File: config.mk
export PLATFORM = sky130hd
export DESIGN_NAME = alu_arbiter
export DESIGN_NICKNAME = d
export VERILOG_FILES = /design/src/rtl/alu_ctrl_pkg.sv /design/src/rtl/alu_rsp_fifo.sv /design/src/rtl/alu_arbiter.sv
export SDC_FILE = /design/constraint.sdc
export NUM_CORES = 1
export LEC_CHECK = 0
export ABC_AREA = 1
export BUFFER_PORTS_ARGS = -buffer_cell sky130_fd_sc_hd__buf_2
export CORE_ASPECT_RATIO = 1.1
export CORE_UTILIZATION = 43
export CTS_CLUSTER_SIZE = 24
export DETAILED_ROUTE_END_ITERATION = 10
export MAX_ROUTING_LAYER = met4
export PLACE_DENSITY = 0.72
export SKIP_LAST_GASP = 1
export SLEW_MARGIN = 20
export SYNTH_ARGS = -nofsm -noshare
export SYNTH_HDL_FRONTEND = slang
export SYNTH_SLANG_ARGS = --single-unit
File: constraint.sdc
create_clock -name clk -period 4.6 [get_ports clk]
set_input_delay 0.23 -clock clk [delete_from_list [all_inputs] [get_ports clk]]
set_output_delay 0.23 -clock clk [all_outputs]
set_load 0.01 [all_outputs]
File: src/rtl/alu_ctrl_pkg.sv
// Shared ALU control encodings for the arbiter, its requesters and the bench.
// Sel[2] picks the arithmetic or logic group, Sel[1:0] the function, Sel[4:3] the shift stage.
package alu_ctrl_pkg;

    localparam int SEL_W         = 5;
    localparam int SEL_GROUP_BIT = 2;

    localparam logic [1:0] ARITH_A    = 2'b00;
    localparam logic [1:0] ARITH_ADDC = 2'b01;
    localparam logic [1:0] ARITH_ADD  = 2'b10;
    localparam logic [1:0] ARITH_B    = 2'b11;

    localparam logic [1:0] LOGIC_AND   = 2'b00;
    localparam logic [1:0] LOGIC_OR    = 2'b01;
    localparam logic [1:0] LOGIC_XOR   = 2'b10;
    localparam logic [1:0] LOGIC_NOT_A = 2'b11;

    typedef enum logic [1:0] {
        SHIFT_PASS  = 2'b00,
        SHIFT_LEFT  = 2'b01,
        SHIFT_RIGHT = 2'b10,
        SHIFT_ZERO  = 2'b11
    } shift_e;

    // Full opcodes with the shift stage in pass mode.
    localparam logic [SEL_W-1:0] OP_AND    = 5'b00000;
    localparam logic [SEL_W-1:0] OP_OR     = 5'b00001;
    localparam logic [SEL_W-1:0] OP_XOR    = 5'b00010;
    localparam logic [SEL_W-1:0] OP_NOT_A  = 5'b00011;
    localparam logic [SEL_W-1:0] OP_PASS_A = 5'b00100;
    localparam logic [SEL_W-1:0] OP_ADDC   = 5'b00101;
    localparam logic [SEL_W-1:0] OP_ADD    = 5'b00110;
    localparam logic [SEL_W-1:0] OP_PASS_B = 5'b00111;

    // Minimum requester ID width for a given requester count.
    function automatic int calc_idw(input int nreq);
        return (nreq <= 2) ? 1 : $clog2(nreq);
    endfunction

endpackage

File: src/rtl/alu_rsp_fifo.sv
// In-order response buffer holding {id, result} entries for the ALU arbiter.
// The head entry is presented combinationally and reads as zero while empty.
module alu_rsp_fifo #(
    parameter int WIDTH = 10,
    parameter int DEPTH = 2
) (
    input  logic                       clk,
    input  logic                       rst_n,
    input  logic                       push,
    input  logic [WIDTH-1:0]           push_data,
    input  logic                       pop,
    output logic [WIDTH-1:0]           head_data,
    output logic [$clog2(DEPTH+1)-1:0] count,
    output logic                       full,
    output logic                       empty
);

    localparam int PW   = (DEPTH > 1) ? $clog2(DEPTH) : 1;
    localparam int CNTW = $clog2(DEPTH+1);

    logic [WIDTH-1:0] mem [DEPTH];
    logic [PW-1:0]    wr_ptr;
    logic [PW-1:0]    rd_ptr;

    // NOTE: storage is deliberately not reset; only pointers and count are, and the
    // head is masked to zero while empty so no stale entry is ever visible.
    always_ff @(posedge clk) begin
        if (push) begin
            mem[wr_ptr] <= push_data;
        end
    end

    // NOTE: sequential state uses non-blocking assignments so every flop samples
    // pre-edge values regardless of process ordering.
    always_ff @(posedge clk or negedge rst_n) begin
        if (!rst_n) begin
            wr_ptr <= '0;
            rd_ptr <= '0;
            count  <= '0;
        end else begin
            if (push) begin
                wr_ptr <= (wr_ptr == PW'(DEPTH-1)) ? '0 : wr_ptr + 1'b1;
            end
            if (pop) begin
                rd_ptr <= (rd_ptr == PW'(DEPTH-1)) ? '0 : rd_ptr + 1'b1;
            end
            case ({push, pop})
                2'b10:   count <= count + 1'b1;
                2'b01:   count <= count - 1'b1;
                default: count <= count;
            endcase
        end
    end

    assign full      = (count == CNTW'(DEPTH));
    assign empty     = (count == '0);
    assign head_data = empty ? '0 : mem[rd_ptr];

endmodule

File: src/rtl/alu_arbiter.sv
// Round-robin front end sharing one registered ALU between NREQ requesters, with
// credit-based issue so every in-flight result is guaranteed a response buffer slot.
module alu_arbiter
    import alu_ctrl_pkg::*;
#(
    parameter int NREQ      = 2,
    parameter int ALU_LAT   = 1,
    parameter int RSP_DEPTH = ALU_LAT + 1,
    parameter int IDW       = 2
) (
    input  logic                  clk,
    input  logic                  rst_n,
    input  logic [NREQ-1:0]       req_valid,
    output logic [NREQ-1:0]       req_ready,
    input  logic [8*NREQ-1:0]     req_a,
    input  logic [8*NREQ-1:0]     req_b,
    input  logic [SEL_W*NREQ-1:0] req_sel,
    input  logic [NREQ-1:0]       req_cin,
    output logic [7:0]            alu_a,
    output logic [7:0]            alu_b,
    output logic [SEL_W-1:0]      alu_sel,
    output logic                  alu_cin,
    input  logic [7:0]            alu_y,
    output logic                  rsp_valid,
    input  logic                  rsp_ready,
    output logic [7:0]            rsp_data,
    output logic [IDW-1:0]        rsp_id,
    output logic                  busy,
    output logic [15:0]           issue_cnt
);

    localparam int OCCW = $clog2(RSP_DEPTH+1);
    localparam int CW   = $clog2(RSP_DEPTH+ALU_LAT+1) + 1;

    logic [IDW-1:0]     last_grant;
    logic [IDW-1:0]     grant_id;
    logic [IDW-1:0]     hi_id;
    logic [IDW-1:0]     lo_id;
    logic               hi_found;
    logic               lo_found;
    logic               can_issue;
    logic               issue;
    logic [ALU_LAT-1:0] pipe_v;
    logic [IDW-1:0]     pipe_id [ALU_LAT];
    logic [CW-1:0]      inflight_cnt;
    logic [CW-1:0]      credit_sum;
    logic [OCCW-1:0]    occ;
    logic               fifo_full;
    logic               fifo_empty;
    logic               push;
    logic               pop;

    // Requesters after last_grant win over those at or before it; lowest index first.
    // NOTE: every combinational output gets a default before the loop so no path
    // leaves a variable unassigned and infers a latch.
    always_comb begin
        hi_found = 1'b0;
        lo_found = 1'b0;
        hi_id    = '0;
        lo_id    = '0;
        for (int i = NREQ-1; i >= 0; i--) begin
            if (req_valid[i]) begin
                if (IDW'(i) > last_grant) begin
                    hi_found = 1'b1;
                    hi_id    = IDW'(i);
                end else begin
                    lo_found = 1'b1;
                    lo_id    = IDW'(i);
                end
            end
        end
        grant_id = hi_found ? hi_id : lo_id;
    end

    always_comb begin
        inflight_cnt = '0;
        for (int i = 0; i < ALU_LAT; i++) begin
            inflight_cnt = inflight_cnt + CW'(pipe_v[i]);
        end
    end

    assign pop        = rsp_valid & rsp_ready;
    assign push       = pipe_v[ALU_LAT-1];
    assign credit_sum = CW'(occ) + inflight_cnt - CW'(pop);
    // Gated by rst_n so nothing is readied while reset is held.
    assign can_issue  = rst_n & (credit_sum < CW'(RSP_DEPTH));
    assign issue      = (hi_found | lo_found) & can_issue;

    always_comb begin
        req_ready = '0;
        alu_a     = '0;
        alu_b     = '0;
        alu_sel   = '0;
        alu_cin   = 1'b0;
        for (int i = 0; i < NREQ; i++) begin
            if (issue && (grant_id == IDW'(i))) begin
                req_ready[i] = 1'b1;
                alu_a        = req_a[8*i +: 8];
                alu_b        = req_b[8*i +: 8];
                alu_sel      = req_sel[SEL_W*i +: SEL_W];
                alu_cin      = req_cin[i];
            end
        end
    end

    always_ff @(posedge clk or negedge rst_n) begin
        if (!rst_n) begin
            last_grant <= IDW'(NREQ-1);
            issue_cnt  <= '0;
            pipe_v     <= '0;
            for (int i = 0; i < ALU_LAT; i++) begin
                pipe_id[i] <= '0;
            end
        end else begin
            if (issue) begin
                last_grant <= grant_id;
                issue_cnt  <= issue_cnt + 16'd1;
            end
            for (int i = ALU_LAT-1; i > 0; i--) begin
                pipe_v[i]  <= pipe_v[i-1];
                pipe_id[i] <= pipe_id[i-1];
            end
            pipe_v[0]  <= issue;
            pipe_id[0] <= grant_id;
        end
    end

    alu_rsp_fifo #(
        .WIDTH (8 + IDW),
        .DEPTH (RSP_DEPTH)
    ) u_rsp_fifo (
        .clk       (clk),
        .rst_n     (rst_n),
        .push      (push),
        .push_data ({pipe_id[ALU_LAT-1], alu_y}),
        .pop       (pop),
        .head_data ({rsp_id, rsp_data}),
        .count     (occ),
        .full      (fifo_full),
        .empty     (fifo_empty)
    );

    assign rsp_valid = ~fifo_empty;
    assign busy      = (|pipe_v) | ~fifo_empty;

    a_no_overflow: assert property (@(posedge clk) disable iff (!rst_n)
        !(push && fifo_full && !pop))
        else $error("alu_arbiter: push into full response FIFO");

endmodule
==> results.toml, run 1 <==
[floorplanning]
fp-row-count = 27
coreArea_mm2 = 0.00503
start_util_pct = 44.6
die_h_um = 77.8
fp.dieW_um = 70.9
dieArea_mm2 = 0.00552
num_io_pins = 109

[critical_path]
cp_max_fo = 23
r2r_cells = 12
reg2reg_from = "u_rsp_fifo.count[0]"
critPathKind = "reg -> out"
critPathCaptureType = "primary output"
crit_slowest_cell = "fa_1"
startpoint = "u_rsp_fifo.count[0]"
cp_data_required_time_ns = 4.37
r2r-end = "issue_cnt[5]"
max_stage_delay_ns = 0.50
arrival_ns = 2.84
crit_top_cell = "nand2_1"
crit_chain = "inv_1 -> nand2_1 -> nor2_1 -> o21ai_0 -> fa_1 -> nand2_1 -> nor2_2 -> nand2_4 -> nor2_4 -> nand2_1 -> nand2_1 -> buf_2"
startpoint_type = "register"
r2r_slack_ns = 2.23

[synth]
async_reset_ff_share_pct = 56.1
synth.distinct_cells = 33
ys_seq_area_share_pct = 49.7
synth_top_family_by_area = "simple AND/OR/NAND/NOR gates"
yosys-mux-area-fraction_pct = 0
syn_avg_cell_area_um2 = 8.11
synth_xor_area_share_pct = 4.96
syn_inst = 277
synth_compound_area_share_pct = 4.23
synth_area_mm2 = 0.00225
synth_seq_cells = 41
synthSimpleGateAreaFrac_pct = 33.1
synth_nets = 336
synth_fa_ha_area_share_pct = 1.45
synth_ff_type = "dfrtp_1"
yosys_warnings = 0
synth-edff-count = 18

[power_and_ir_drop]
power_frac_comb_pct = 46.0
powerDensity_mw_per_mm2 = 503
p_sw_share_pct = 43.2
peakVddDrop_mv = 0.355
power.switching_uw = 629
p_int_uw = 826
power_frac_clock_pct = 15.8
p_seq_share_pct = 38.1
p_leak_uw = 0.00157

[hold_path]
holdPathStages = 1
whs_endpoint = "u_rsp_fifo.mem[0][6]"
hold_class = "in -> reg"
hold_start = "alu_y[6]"

[routing]
drt_iter0_markers = 96
dr.pass1.iters = 7
ant_nets = 0
vias_per_cell = 4.58
routed_wl_um = 4710
wl_per_cell_um = 10.6
num_vias = 2030
drc = 8

[timing]
skew_ns = 0.0107
setup_viol = 0
timing.fmax_mhz = 326
grt_setup_unrepaired = "no"
worst_pin_slew_ns = 0.746
fin_setup_tns_ns = 0
layout_min_cycle_time_ns = 3.07
fin_crit_sh_pct = 66.7
drv_slew = 0
hold_viol_final = 0
slew_headroom_pct = 50.1

[cts]
cts_root_buf = "clkbuf_8"
clk_path_buf_depth = 2
clkSinkCount = 41
worstSkewPairLatency_ns = 0.29
htree_num_levels = 2
cts_buffers = 5
tritoncts = "built"
path_clk_slew_ns = 0.08

[layout]
final_cells = 443
final_layout_size_suffix_gt1_share_pct = 34.0
area_growth_pct = 28.6
regArea_mm2 = 0.00112
fillers = 456
fin_nets = 443
multi_input_area_um2 = 986
antennaDiodeCount = 0

[global_routing]
grt_pass1_wl_um = 7780
grt_overflow = 0
grt_usage_pct = 18.0
grt_max_degree = 25
antenna_found_initial = 0
grt_pass1_vias = 1803

[outcome]
outcome = "complete, but fails checks"
failed_checks = "design-rule violations"

[placement]
gp_congestion = 0.820
io_buffer_count = 107
place_inst = 434
hpwl_um = 3470

[run]
drv_cap = 0
stage by stage:
step / area (um^2) / utilization, % / total power (uW) / setup WS [ns] / hold slack [ns]
floorplan: 2250 / - / 1010 / 2.28 / -0.0656
global placement: 2790 / 55.5 / 1220 / 1.89 / 0.238
detailed placement: 2790 / 55.5 / 1240 / 1.83 / 0.241
CTS: 2890 / 57.4 / 1470 / 1.50 / 0.120
global route: 2890 / 57.4 / 1580 / 1.19 / 0.108
finish: 2890 / 57.4 / 1460 / 1.53 / 0.122
cell usage in the layout, fill, tap and decap left out, types with 2 or more instances in the layout:
cell type and count:
xor2_1 9, edfxtp_1 18, xnor2_2 2, nand2_2 2, nand2_1 139, o21ai_0 4, dfrtp_1 22, nand2_4 2
nor2_1 17, nor2_4 4, clkbuf_8 5, a21oi_1 10, nand3_1 5, nand4_1 3, nor3_1 2, buf_2 107
inv_1 15, clkinv_1 3
cell families after synthesis:
kind of cell,after synthesis
other,1
AND/OR/NAND/NOR,177
XOR/XNOR,11
AO/OA/AOI/OAI,17
flip-flops,41
buffers and inverters,28
adder cells (fa/ha/maj),2
flip-flops by register name (all words and copies together) (netlist names):
signal	flops
issue_cnt	16
last_grant	1
pipe_id	1
pipe_v	1
u_rsp_fifo.count	2
u_rsp_fifo.mem	18
u_rsp_fifo.rd_ptr	1
u_rsp_fifo.wr_ptr	1
power by group through the flow:
stage / clock (uW) / sequential [uW] / combinational [uW]
floorplan: 0 / 546 / 468
global placement: 0 / 560 / 660
detailed placement: 0 / 561 / 674
CTS: 234 / 556 / 678
global route: 252 / 568 / 762
finish: 230 / 555 / 670
cell type report:
| type | count | share of cell area (%) |
|---|---|---|
| Clock buffer | 5 | 2.38 |
| Clock inverter | 3 | 0.606 |
| Sequential cell | 41 | 38.7 |
| Multi-Input combinational cell | 208 | 34.1 |
| Tap cell | 58 | 2.51 |
| Timing Repair Buffer | 108 | 18.9 |
| Inverter | 20 | 2.86 |
layer usage:
metal,routed length [um],track usage (%),share of wire [%],vias to the layer above
li1,-,-,-,1076
met1,2130,22.6,45,887
met2,2300,29.9,49,60
met3,237,3.51,5.0,7
met4,43,4.80,0.91,0
met5,0,-,0,-
timing repair:
action	CTS	global route
gates resized for setup	0	0
hold buffers	1	0
buffers inserted	0	0
setup endpoints to repair	0	0
hold endpoints to repair	22	0
worst max-delay path: cells and delay by family (launching register included):
kind                       cells  cell delay [ns]
AOI/OAI and AO/OA              1             0.15
and+or+nand+nor                8             1.31
buffers and inverters          2             0.22
adders and majority gates      1             0.50
DFF                            1             0.37
cells in the mapped netlist (2+ instances only):
master / number / area (um^2)
o21ai_0: 4 / 20.0
edfxtp_1: 18 / 541
buf_2: 3 / 15.0
buf_6: 3 / 33.8
nor2_4: 4 / 45.0
nand2_4: 2 / 22.5
nand2_2: 2 / 12.5
nor2_1: 17 / 63.8
nor3_1: 2 / 10.0
inv_1: 15 / 56.3
nand2_1: 139 / 522
nand4_1: 3 / 18.8
xnor2_2: 2 / 32.5
xor2_1: 9 / 78.8
clkinv_1: 2 / 7.51
a21oi_1: 10 / 50.1
nand3_1: 5 / 25.0
dfrtp_1: 22 / 551
worst max-delay path by stage:
stage	slack, ns	cells after the start	endpoint
global placement	1.89	11	alu_b[4]
floorplan	2.28	12	alu_a[0]
global route	1.19	12	alu_a[3]
detailed placement	1.83	11	alu_cin
CTS	1.50	12	alu_cin
finish	1.53	12	alu_cin
(Power assumes the default switching activity.)
==> run 2: changes to the inputs <==
Clock period 4.6 ns to 3 ns, I/O delays scaled along.
==> run 2 against run 1 <==
  * The flow still finishes with violations (design-rule violations)
  * Combinational power grew 63%
  * Routed wire length grew 6.9%
  * Register-to-register slack lost 1.6 ns
  * Hold slack lost 0.078 ns
  * Die area is the same
  * Critical endpoint is now alu_b[5]
  * Highest routed layer unchanged
==> results.toml, run 2 (synthesis results as in run 1) <==
[timing]
drv_slew = 0
fin_crit_sh_pct = 92.0
setup_viol = 0
fin_setup_tns_ns = 0
worst_pin_slew_ns = 0.792
hold_viol_final = 0
skew_ns = 0.00764
slew_headroom_pct = 47.0
timing.fmax_mhz = 362
layout_min_cycle_time_ns = 2.76
whs_ns = 0.0440

[outcome]
outcome = "complete, but fails checks"
failed_checks = "design-rule violations"

[cts]
cts_root_buf = "clkbuf_8"
clk_path_buf_depth = 2
worstSkewPairLatency_ns = 0.29
path_clk_slew_ns = 0.08
tritoncts = "built"
htree_num_levels = 2
clkSinkCount = 41
cts_buffers = 5

[critical_path]
reg2reg_from = "u_rsp_fifo.count[0]"
crit_path_end = "alu_b[5]"
critPathKind = "reg -> out"
r2r_cells = 13
r2r_slack_ns = 0.64
arrival_ns = 2.61
r2r-end = "issue_cnt[10]"
startpoint_type = "register"
cp_data_required_time_ns = 2.85
critPathCaptureType = "primary output"
startpoint = "u_rsp_fifo.count[0]"
cp_max_fo = 23

[floorplanning]
coreArea_mm2 = 0.00503
die_h_um = 77.8
num_io_pins = 109
dieArea_mm2 = 0.00552
fp.dieW_um = 70.9
fp-row-count = 27
start_util_pct = 44.6

[power_and_ir_drop]
peakVddDrop_mv = 0.453
p_leak_uw = 0.00159
powerDensity_mw_per_mm2 = 803

[global_routing]
grt_max_degree = 24
grt_usage_pct = 19.0
grt_pass1_vias = 1883
grt_overflow = 0
grt_pass1_wl_um = 8270
antenna_found_initial = 0

[layout]
final_cell_mix = "139 x nand2_1, 107 x buf_2, 21 x dfrtp_1"
largest_reg_flops = 18
area_growth_pct = 31.8
layout_commonest_cell = "nand2_1"
final_util_pct = 58.8
fillers = 446
largestRegisters = "u_rsp_fifo.mem x18, issue_cnt x16, u_rsp_fifo.count x2"
largest-register = "u_rsp_fifo.mem"
regArea_mm2 = 0.00112
fin_nets = 448
antennaDiodeCount = 0
multi_input_area_um2 = 1000
final_layout_size_suffix_gt1_share_pct = 35.4

[routing]
num_vias = 2129
ant_nets = 0
vias_per_cell = 4.75
dr.pass1.iters = 10
wl_per_cell_um = 11.2
drc = 5
routed_wl_um = 5030
drt_iter0_markers = 107

[placement]
io_buffer_count = 107
hpwl_um = 3600
gp_congestion = 0.836

[hold_path]
hold_class = "in -> reg"

[run]
drv_cap = 0
[run 2: routing by layer]
| layer | GRT usage [%] | vias up | routed length, um |
|---|---|---|---|
| met5 | - | - | 0 |
| met4 | 2.60 | 0 | 6 |
| met3 | 4.16 | 2 | 267 |
| li1 | - | 1085 | - |
| met2 | 33.1 | 76 | 2640 |
| met1 | 23.2 | 966 | 2120 |
[run 2: metrics by stage]
step / cell area [um^2] / power, uW / setup WS (ns) / cells
final: 2960 / 2380 / 0.239 / 448
after global routing: 2960 / 2580 / -0.0271 / 448
after CTS: 2930 / 2350 / 0.0218 / 445
after detailed placement: 2800 / 1900 / 0.313 / 435
after global placement: 2800 / 1870 / 0.389 / 435
after floorplan: 2250 / 1550 / 0.761 / 277
[run 2: layout make-up]
cell class,count,share of cell area [%]
sequential,41,37.8
multi-input combinational,209,33.8
timing repair buffer,112,19.4
inverter,20,2.87
tap,58,2.45
clock buffer,5,2.32
clock inverter,3,1.39
[run 2: where the power goes]
part	total [uW]	switching, uW	internal [uW]
sequential	853	116	737
combinational	1090	688	407
clock	431	186	245
[run 2: what timing repair did]
action	4_1_cts	5_1_grt
resized for setup	1	3
cloned	1	0
hold buffers	1	0
endpoints found under the hold margin	22	0
setup buffers	0	3
setup endpoints to repair	21	23
pin swaps	0	1
[run 2: how the worst min path moves through the flow]
stage	end	startpoint	slack (ns)	cells after the start
6_report	u_rsp_fifo.mem[1][5]	alu_y[5]	0.04	1
5_1_grt	u_rsp_fifo.mem[0][3]	alu_y[3]	0.03	1
4_1_cts	u_rsp_fifo.mem[1][5]	alu_y[5]	0.04	1
3_5_place_dp	issue_cnt[13]	rst_n	0.21	2
3_3_place_gp	issue_cnt[13]	rst_n	0.21	2
2_1_floorplan	issue_cnt[0]	rst_n	-0.15	0
[run 2: critical path: stages (launching register included)]
cell and delay (ns):
dfrtp_1 0.36, inv_1 0.10, nand2_1 0.09, nor2_2 0.17, o21ai_0 0.12, fa_1 0.51, nand2_1 0.07, nor2_2 0.15
nand2_4 0.13, inv_6 0.12, nand2_4 0.07, inv_6 0.16, nand2_1 0.07, nand2_1 0.05, buf_2 0.12
